### config.mk
export PLATFORM = sky130hd
export DESIGN_NAME = alu_disp_scan
export DESIGN_NICKNAME = d
export VERILOG_FILES = /design/src/rtl/alu_disp_scan.sv
export SDC_FILE = /design/constraint.sdc
export NUM_CORES = 1
export LEC_CHECK = 0
export BUFFER_PORTS_ARGS = -buffer_cell sky130_fd_sc_hd__buf_4
export CAP_MARGIN = 0
export CORE_ASPECT_RATIO = 1.1
export CORE_UTILIZATION = 42
export DETAILED_ROUTE_END_ITERATION = 16
export PLACE_DENSITY = 0.69
export SLEW_MARGIN = 25
export SYNTH_ARGS = -nofsm -noshare
export SYNTH_HDL_FRONTEND = slang
export SYNTH_SLANG_ARGS = --single-unit
### constraint.sdc
create_clock -name clk -period 2 [get_ports clk]
set_input_delay 0.1 -clock clk [delete_from_list [all_inputs] [get_ports clk]]
set_output_delay 0.1 -clock clk [all_outputs]
set_load 0.05 [all_outputs]
### src/rtl/alu_disp_scan.sv
// -----------------------------------------------------------------------------
// alu_disp_scan
//
// Small registered ALU whose result is shown in hex on a multiplexed,
// active-high 7-segment display.
//
// A one-cycle load strobe captures op(a_in, b_in) into res_out. A free-running
// prescaler advances the scanned digit index every SCAN_DIV cycles. The
// segment/digit drivers are registered from the current index and result, so
// they follow any change with one cycle of lag. Nothing is shown until the
// first result has been captured.
//
// Parameters
//   WIDTH    operand width (2..12)
//   DIGITS   number of display digits (>= ceil((WIDTH+1)/4))
//   SCAN_DIV cycles each digit is shown (>= 2)
//
// Ports
//   clk       rising-edge clock
//   rst       synchronous, active-high reset
//   a_in      operand A (unsigned, WIDTH bits)
//   b_in      operand B (unsigned, WIDTH bits)
//   op_in     00 add, 01 sub, 10 and, 11 xor
//   load_in   capture strobe
//   res_out   registered result, bit WIDTH = carry/borrow
//   valid_out high once any result has been captured
//   zero_out  high when a captured result equals zero
//   seg_out   segments g..a (bit 6 = g), active-high
//   dig_out   one-hot digit enable, bit 0 = least-significant digit
//
// Build option
//   ALU_DISP_BLANK_EN  when defined, leading-zero digits above digit 0 are
//                      blanked (no digit enable, no segments in their slot).
// -----------------------------------------------------------------------------
module alu_disp_scan #(
    parameter int WIDTH    = 4,
    parameter int DIGITS   = 2,
    parameter int SCAN_DIV = 1000
) (
    input  logic              clk,
    input  logic              rst,
    input  logic [WIDTH-1:0]  a_in,
    input  logic [WIDTH-1:0]  b_in,
    input  logic [1:0]        op_in,
    input  logic              load_in,
    output logic [WIDTH:0]    res_out,
    output logic              valid_out,
    output logic              zero_out,
    output logic [6:0]        seg_out,
    output logic [DIGITS-1:0] dig_out
);

    localparam int PW   = (SCAN_DIV > 1) ? $clog2(SCAN_DIV) : 1;
    localparam int IW   = (DIGITS > 1) ? $clog2(DIGITS) : 1;
    localparam int PADW = 4 * DIGITS;

    localparam logic [1:0] OP_ADD = 2'b00;
    localparam logic [1:0] OP_SUB = 2'b01;
    localparam logic [1:0] OP_AND = 2'b10;

    // -------------------------------------------------------------------------
    // State
    // -------------------------------------------------------------------------
    logic [WIDTH:0]    res_reg;
    logic              valid_reg;
    logic              zero_reg;
    logic [PW-1:0]     presc_reg;
    logic [IW-1:0]     idx_reg;
    logic [6:0]        seg_reg;
    logic [DIGITS-1:0] dig_reg;

    logic [6:0]        seg_next;
    logic [DIGITS-1:0] dig_next;

    // -------------------------------------------------------------------------
    // ALU: operands are zero-extended by one bit so the top bit of the result
    // carries the add carry-out or the subtract borrow. The logical ops leave
    // that bit at 0 because both extended operands have it clear.
    // -------------------------------------------------------------------------
    logic [WIDTH:0] a_ext;
    logic [WIDTH:0] b_ext;
    logic [WIDTH:0] alu_result;

    always_comb begin
        a_ext = {1'b0, a_in};
        b_ext = {1'b0, b_in};
        case (op_in)
            OP_ADD:  alu_result = a_ext + b_ext;
            OP_SUB:  alu_result = a_ext - b_ext;
            OP_AND:  alu_result = a_ext & b_ext;
            default: alu_result = a_ext ^ b_ext;
        endcase
    end

    // -------------------------------------------------------------------------
    // Scan timing
    // -------------------------------------------------------------------------
    logic presc_wrap;
    logic idx_last;

    assign presc_wrap = (presc_reg == PW'(SCAN_DIV - 1));
    assign idx_last   = (idx_reg == IW'(DIGITS - 1));

    // -------------------------------------------------------------------------
    // Per-digit nibble, one-hot enable and leading-zero flag
    // -------------------------------------------------------------------------
    logic [PADW-1:0]   res_pad;
    logic [3:0]        nibble [DIGITS];
    logic [DIGITS-1:0] dig_onehot;
    logic [DIGITS-1:0] upper_zero;

    // Result zero-extended to a whole number of nibbles.
    assign res_pad = PADW'(res_reg);

    generate
        for (genvar gi = 0; gi < DIGITS; gi++) begin : g_digit
            assign nibble[gi]     = res_pad[4*gi +: 4];
            assign dig_onehot[gi] = (idx_reg == IW'(gi));
            // Digit 0 always shows, so it never reports as a leading zero.
            if (gi == 0) begin : g_lsd
                assign upper_zero[gi] = 1'b0;
            end else begin : g_upper
                assign upper_zero[gi] = (res_pad[PADW-1:4*gi] == '0);
            end
        end
    endgenerate

    // -------------------------------------------------------------------------
    // Hex to 7-segment (g..a, active-high)
    // -------------------------------------------------------------------------
    function automatic logic [6:0] seg_decode(input logic [3:0] nib);
        logic [6:0] code;
        case (nib)
            4'h0: code = 7'h3F;
            4'h1: code = 7'h06;
            4'h2: code = 7'h5B;
            4'h3: code = 7'h4F;
            4'h4: code = 7'h66;
            4'h5: code = 7'h6D;
            4'h6: code = 7'h7D;
            4'h7: code = 7'h07;
            4'h8: code = 7'h7F;
            4'h9: code = 7'h6F;
            4'hA: code = 7'h77;
            4'hB: code = 7'h7C;
            4'hC: code = 7'h39;
            4'hD: code = 7'h5E;
            4'hE: code = 7'h79;
            default: code = 7'h71;
        endcase
        return code;
    endfunction

    // -------------------------------------------------------------------------
    // Display next-state, built from the registered index and result so the
    // outputs trail every change by exactly one cycle.
    // -------------------------------------------------------------------------
    logic [3:0] nib_sel;
    logic       zero_sel;
    logic       blank_sel;

    always_comb begin
        nib_sel  = '0;
        zero_sel = 1'b0;
        for (int k = 0; k < DIGITS; k++) begin
            if (idx_reg == IW'(k)) begin
                nib_sel  = nibble[k];
                zero_sel = upper_zero[k];
            end
        end

`ifdef ALU_DISP_BLANK_EN
        blank_sel = zero_sel;
`else
        blank_sel = 1'b0 & zero_sel;
`endif

        seg_next = '0;
        dig_next = '0;
        if (valid_reg && !blank_sel) begin
            seg_next = seg_decode(nib_sel);
            dig_next = dig_onehot;
        end
    end

    // -------------------------------------------------------------------------
    // Registers. Reset wins over everything, including a same-cycle load.
    // -------------------------------------------------------------------------
    always_ff @(posedge clk) begin
        if (rst) begin
            res_reg   <= '0;
            valid_reg <= 1'b0;
            zero_reg  <= 1'b0;
            presc_reg <= '0;
            idx_reg   <= '0;
            seg_reg   <= '0;
            dig_reg   <= '0;
        end else begin
            presc_reg <= presc_wrap ? '0 : presc_reg + PW'(1);
            if (presc_wrap) begin
                idx_reg <= idx_last ? '0 : idx_reg + IW'(1);
            end

            // A load and a prescaler wrap in the same cycle are independent.
            if (load_in) begin
                res_reg   <= alu_result;
                valid_reg <= 1'b1;
                zero_reg  <= (alu_result == '0);
            end

            seg_reg <= seg_next;
            dig_reg <= dig_next;
        end
    end

    assign res_out   = res_reg;
    assign valid_out = valid_reg;
    assign zero_out  = zero_reg;
    assign seg_out   = seg_reg;
    assign dig_out   = dig_reg;

endmodule

After elaboration in Yosys (flattened, before gate mapping)
Memory sizes are Yosys's and may differ from the RTL's. A register that Yosys moved wholly into a read port is not among the register bits. Cells that the tools add are included.

ROM bits: 112. Output and inout bits: 16. Memories: 1. Word-level logic and storage cells: 25. Register bits after elaboration: 20.

Multiplexer cells: 3. Equal/unequal tests: 3. Add/sub/neg operators: 4. Bitwise operators: 4. Reduce and logical (&&, ||, !) cells: 4.

Memory list: (no name shown) (words 16, width 7, rd ports 1, clocked after memory_dff 1, wr ports 0, line 133) `case (nib)`.

Operators by type and width (number): 5-bit case mux with 3 select lines (1); 10-bit by 1-bit adder with 10-bit output, second input constant (1); 10-bit equality test, second input constant (1); 4-bit by 4-bit adder with 5-bit output (1); 5-bit zero test (1); 4-bit by 4-bit subtractor with 5-bit output (1); 4-bit AND (1); 4-bit 2-to-1 mux (1); 2-bit OR reduction (2); 4-bit XOR (1); 2-bit by 1-bit equality test with 1-bit output, second input constant (1); 2-bit equality test, second input constant (1); 2-bit zero test (1); 1-bit NOT (2); 1-bit adder, second input constant (1); 1-bit 2-to-1 mux (1).

Logic depth before layout (Yosys ltp)
Depth after elaboration: 3. Gate-level depth with buffers: 10.

Worst setup path after synthesis
Ideal clock, no wire load.

Path type: input-to-reg. From: in op_in[0]. To: reg zero_reg (netlist: zero_out). Arrival time: 1.945 ns. Path buffers: 1. Setup slack: -0.033 ns. Stages: 9. Data required time: 1.912 ns. Cell sequence: clkbuf_8 > nor2b_1 > mux2_2 > fa_1 > nand2b_1 > a21oi_2 > xnor2_1 > o31a_1 > o32ai_2.

Longest elaborated chain between the ends: 3. Elaborated cells on any way between the ends: 5. Classes of those cells: eq/ne (2); mux (1); reduce/logical (2).

RTL lines: start, declared (line 44) `input logic [1:0] op_in,`; 2-bit equality test, or another cell as far along (line 87) `case (op_in)`; 5-bit case mux with 3 select lines * (line 87); 5-bit zero test * (line 208) `zero_reg <= (alu_result == '0);`; end signal, assigned (line 208); end, declared (line 66) `logic zero_reg;`.

Every way passes the cells marked *; elsewhere a longest branch is shown, timed or not. A chain may end at the register's enable or synchronous reset.

Worst setup path after layout
From: in b_in[0]. To: reg zero_reg (netlist: zero_out).

Longest elaborated chain between the ends: 3. Elaborated cells on any way between the ends: 6. Classes of those cells: add/sub (2); mux (1); bitwise (2); reduce/logical (1).

RTL lines: start, declared (line 43) `input logic [WIDTH-1:0] b_in,`; 4-bit by 4-bit subtractor with 5-bit output, or another cell as far along (line 89) `OP_SUB: alu_result = a_ext - b_ext;`; 5-bit case mux with 3 select lines * (line 87); 5-bit zero test * (line 208).

Marked as above.

==> impl_metrics.py <==
metrics = {
    "finish": {
        "final_area_um2": 1960,
        "post-route-util_pct": 53.5,
        "nets": 253,
        "seq_area_um2": 541,
        "syn2layout_area_growth_pct": 22.4,
        "drive_gt1_share_pct": 23.5,
        "fillCellCount": 364,
        "largest_reg_flops": 10,
        "n_antenna_cell": 0,
        "multiInputGateArea_um2": 956,
    },
    "clocking": {
        "clk_latency_ps": 270,
        "cts_resized": 0,
        "clockBufferDepth": 2,
        "cts_setup_buffers": 0,
        "cts_root_buf": "clkbuf_8",
        "clk_pin_slew_worst_paths_ps": 90,
        "h-tree-depth": 1,
        "cts.sinks": 27,
        "cts_made_buffers": 3,
        "ctsHoldBuffers": 0,
        "cts_tree": "built",
    },
    "logic_synthesis": {
        "syn_nets": 216,
        "muxShareOfSynthArea_pct": 4.54,
        "async_flop_share_pct": 0,
        "avgSynthCellArea_um2": 8.64,
        "synth_xor_area_share_pct": 7.67,
        "ys_seq_area_share_pct": 33.8,
        "ys_seq_elements": 27,
        "ys_types": 39,
        "synth_fa_ha_area_share_pct": 14.6,
        "synth_edf_count": 0,
        "synth_cells": 185,
        "synth_top_family_by_area": "simple AND/OR/NAND/NOR gates",
        "ys.flop_type": "dfxtp_1",
        "synth_compound_area_share_pct": 13.2,
        "synth_area_um2": 1600,
        "synth-simple-area-share_pct": 19.6,
        "yosysWarnings": 0,
    },
    "worst_setup_path": {
        "worstPathRequired_ps": 2190,
        "cp-start-kind": "input pin",
        "cp_max_fo": 2,
        "slowest_stage": "fa_1",
        "critPathMaxStageDelay_ps": 410,
        "path_class": "in -> reg",
        "reg2reg_depth": 6,
        "crit_path_cell_trace": "buf_4, inv_1, ha_1, mux2_2, fa_1, nand2b_1, a21oi_2, xnor2_1, o31a_1, o32ai_2",
        "crit_path_end_kind": "flop",
        "worst_ep_arrival_time_ps": 1970,
    },
    "pwr": {
        "power_mw": 1.27,
        "cellPowerDensity_nw_per_um2": 650,
        "ir_worst_vdd_uv": 282,
        "p_leak_nw": 0.881,
    },
    "timing": {
        "final_max_slew_viol_count": 0,
        "final-setup-viol-count": 0,
        "rsz0062_at_grt": "no",
        "timing_hold_violations_final": 0,
        "setup_ws_ps": 224,
        "maxSlewHeadroom_pct": 75.8,
        "worst-slew-pin-transition_ps": 362,
        "fin_crit_ps": 1780,
        "max_freq_ghz": 0.563,
        "fin_skew_ps": 5.92,
        "period_share_pct": 88.8,
        "tns_ps": 0,
    },
    "grt": {
        "grt.total_usage_pct": 16.7,
        "grt_max_degree": 15,
        "grt_pass1_wl_mm": 5.09,
        "grt_pass1_vias": 1237,
        "antenna_found_initial": 0,
        "overflow": 0,
    },
    "outcome": {
        "outcome": "finished, final reports clean",
    },
    "floorplanning": {
        "num_io_pins": 29,
        "fp-row-count": 23,
        "core_area_um2": 3650,
        "die_area_um2": 4060,
        "die_h_um": 66.7,
        "initial_core_util_pct": 43.8,
        "fp.dieW_um": 60.8,
    },
    "placement": {
        "dpl.hpwl_mm": 2.24,
        "gp_congestion": 0.837,
        "pre_cts_slack_ps": -66.5,
        "place_area_um2": 1910,
        "io_buffers": 28,
    },
    "route": {
        "antenna_left": 0,
        "firstDrtPassIters": 4,
        "wl_per_cell_um": 10.6,
        "drt-total-wl_mm": 2.88,
        "avgViaCountPerCell": 4.83,
        "drtIter0Drc": 63,
        "post-route-drc-count": 0,
        "num_vias": 1310,
    },
    "run": {
        "cap_viol_max_count": 0,
    },
    "hold_path": {
        "whs_path_depth": 2,
        "hp-class": "in -> reg",
    },
}
-- cells by family (layout without fill, tap and decap cells) --
logic type / count (synthesis) / after routing
DFF: 27 / 27
and+or+nand+nor: 69 / 69
xor gates and xnor gates: 14 / 14
buffers and inverters: 21 / 57
adders and majority gates: 18 / 18
muxes: 7 / 7
AOI/OAI and AO/OA: 29 / 29
-- layout by cell type (no fill, tap or decap), types with 2 or more instances in the layout --
cell type  instances
xor2_1             4
mux2i_1            5
xnor2_1           10
nor3_1             3
clkbuf_8           3
buf_4             41
nand4_1            2
nor2b_1            4
o211ai_1           2
a221oi_1           2
dfxtp_1           27
a21oi_1            8
mux2_2             2
nand2_1           15
ha_1              17
nand3_1            6
nand2b_1           4
o21ai_0            4
nor2_1            29
inv_1             11
a211oi_1           5
-- final timing paths --
path,start,to,slack [ps]
worst min register to register,presc_reg[0],presc_reg[0],450
worst max register to register,idx_last,seg_out[3],240
worst max-delay path,b_in[0],zero_out,220
worst min-delay path,rst,valid_out,90
-- report_power, final --
part	leakage [nW]	internal, mW	switching (mW)	total, mW
logic	0.638	0.160	0.223	0.383
registers	0.221	0.564	0.0191	0.583
clock network	0.0228	0.143	0.163	0.306
-- routing by layer --
metal / wire length, um / vias to the layer above / track usage, % / share of wire [%]
met5: 0 / - / 0 / 0
met4: 61 / 0 / 8.81 / 2.1
met3: 114 / 6 / 2.52 / 4.0
met2: 1390 / 37 / 28.6 / 48
met1: 1320 / 572 / 19.5 / 46
li1: - / 695 / - / -
-- cell type report --
class / count / share of cell area (%)
Clock buffer: 4 / 2.30
Inverter: 12 / 2.30
Multi-Input combinational cell: 137 / 48.8
Sequential cell: 27 / 27.6
Tap cell: 50 / 3.20
Timing Repair Buffer: 41 / 15.7
-- worst max-delay path, delay by kind of cell --
kind | cells | cell delay [ps]
AOI/OAI and AO/OA | 3 | 500
xor gates and xnor gates | 1 | 100
adders and majority gates | 2 | 690
buffers and inverters | 2 | 110
muxes | 1 | 290
and+or+nand+nor | 1 | 160
-- cells in the mapped netlist (2+ instances only) --
master,count,area (um^2)
mux2_2,2,22.5
a21oi_1,8,40.0
nand2b_1,4,25.0
nand2_1,15,56.3
xnor2_1,10,87.6
dfxtp_1,27,541
nand4_1,2,12.5
mux2i_1,5,50.1
nor3_1,3,15.0
a211oi_1,5,37.5
nand3_1,6,30.0
clkbuf_1,2,7.51
o21ai_0,4,20.0
ha_1,17,213
inv_1,11,41.3
xor2_1,4,35.0
buf_2,4,20.0
nor2b_1,5,31.3
nor2_1,29,109
a221oi_1,2,17.5
o211ai_1,2,15.0
-- per-stage QoR --
step,instances,hold WS [ps]
5_1_grt,271,93.7
3_3_place_gp,267,381
4_1_cts,271,90.6
2_1_floorplan,185,330
6_report,271,93.8
3_5_place_dp,267,381
(Power assumes the default switching activity.)
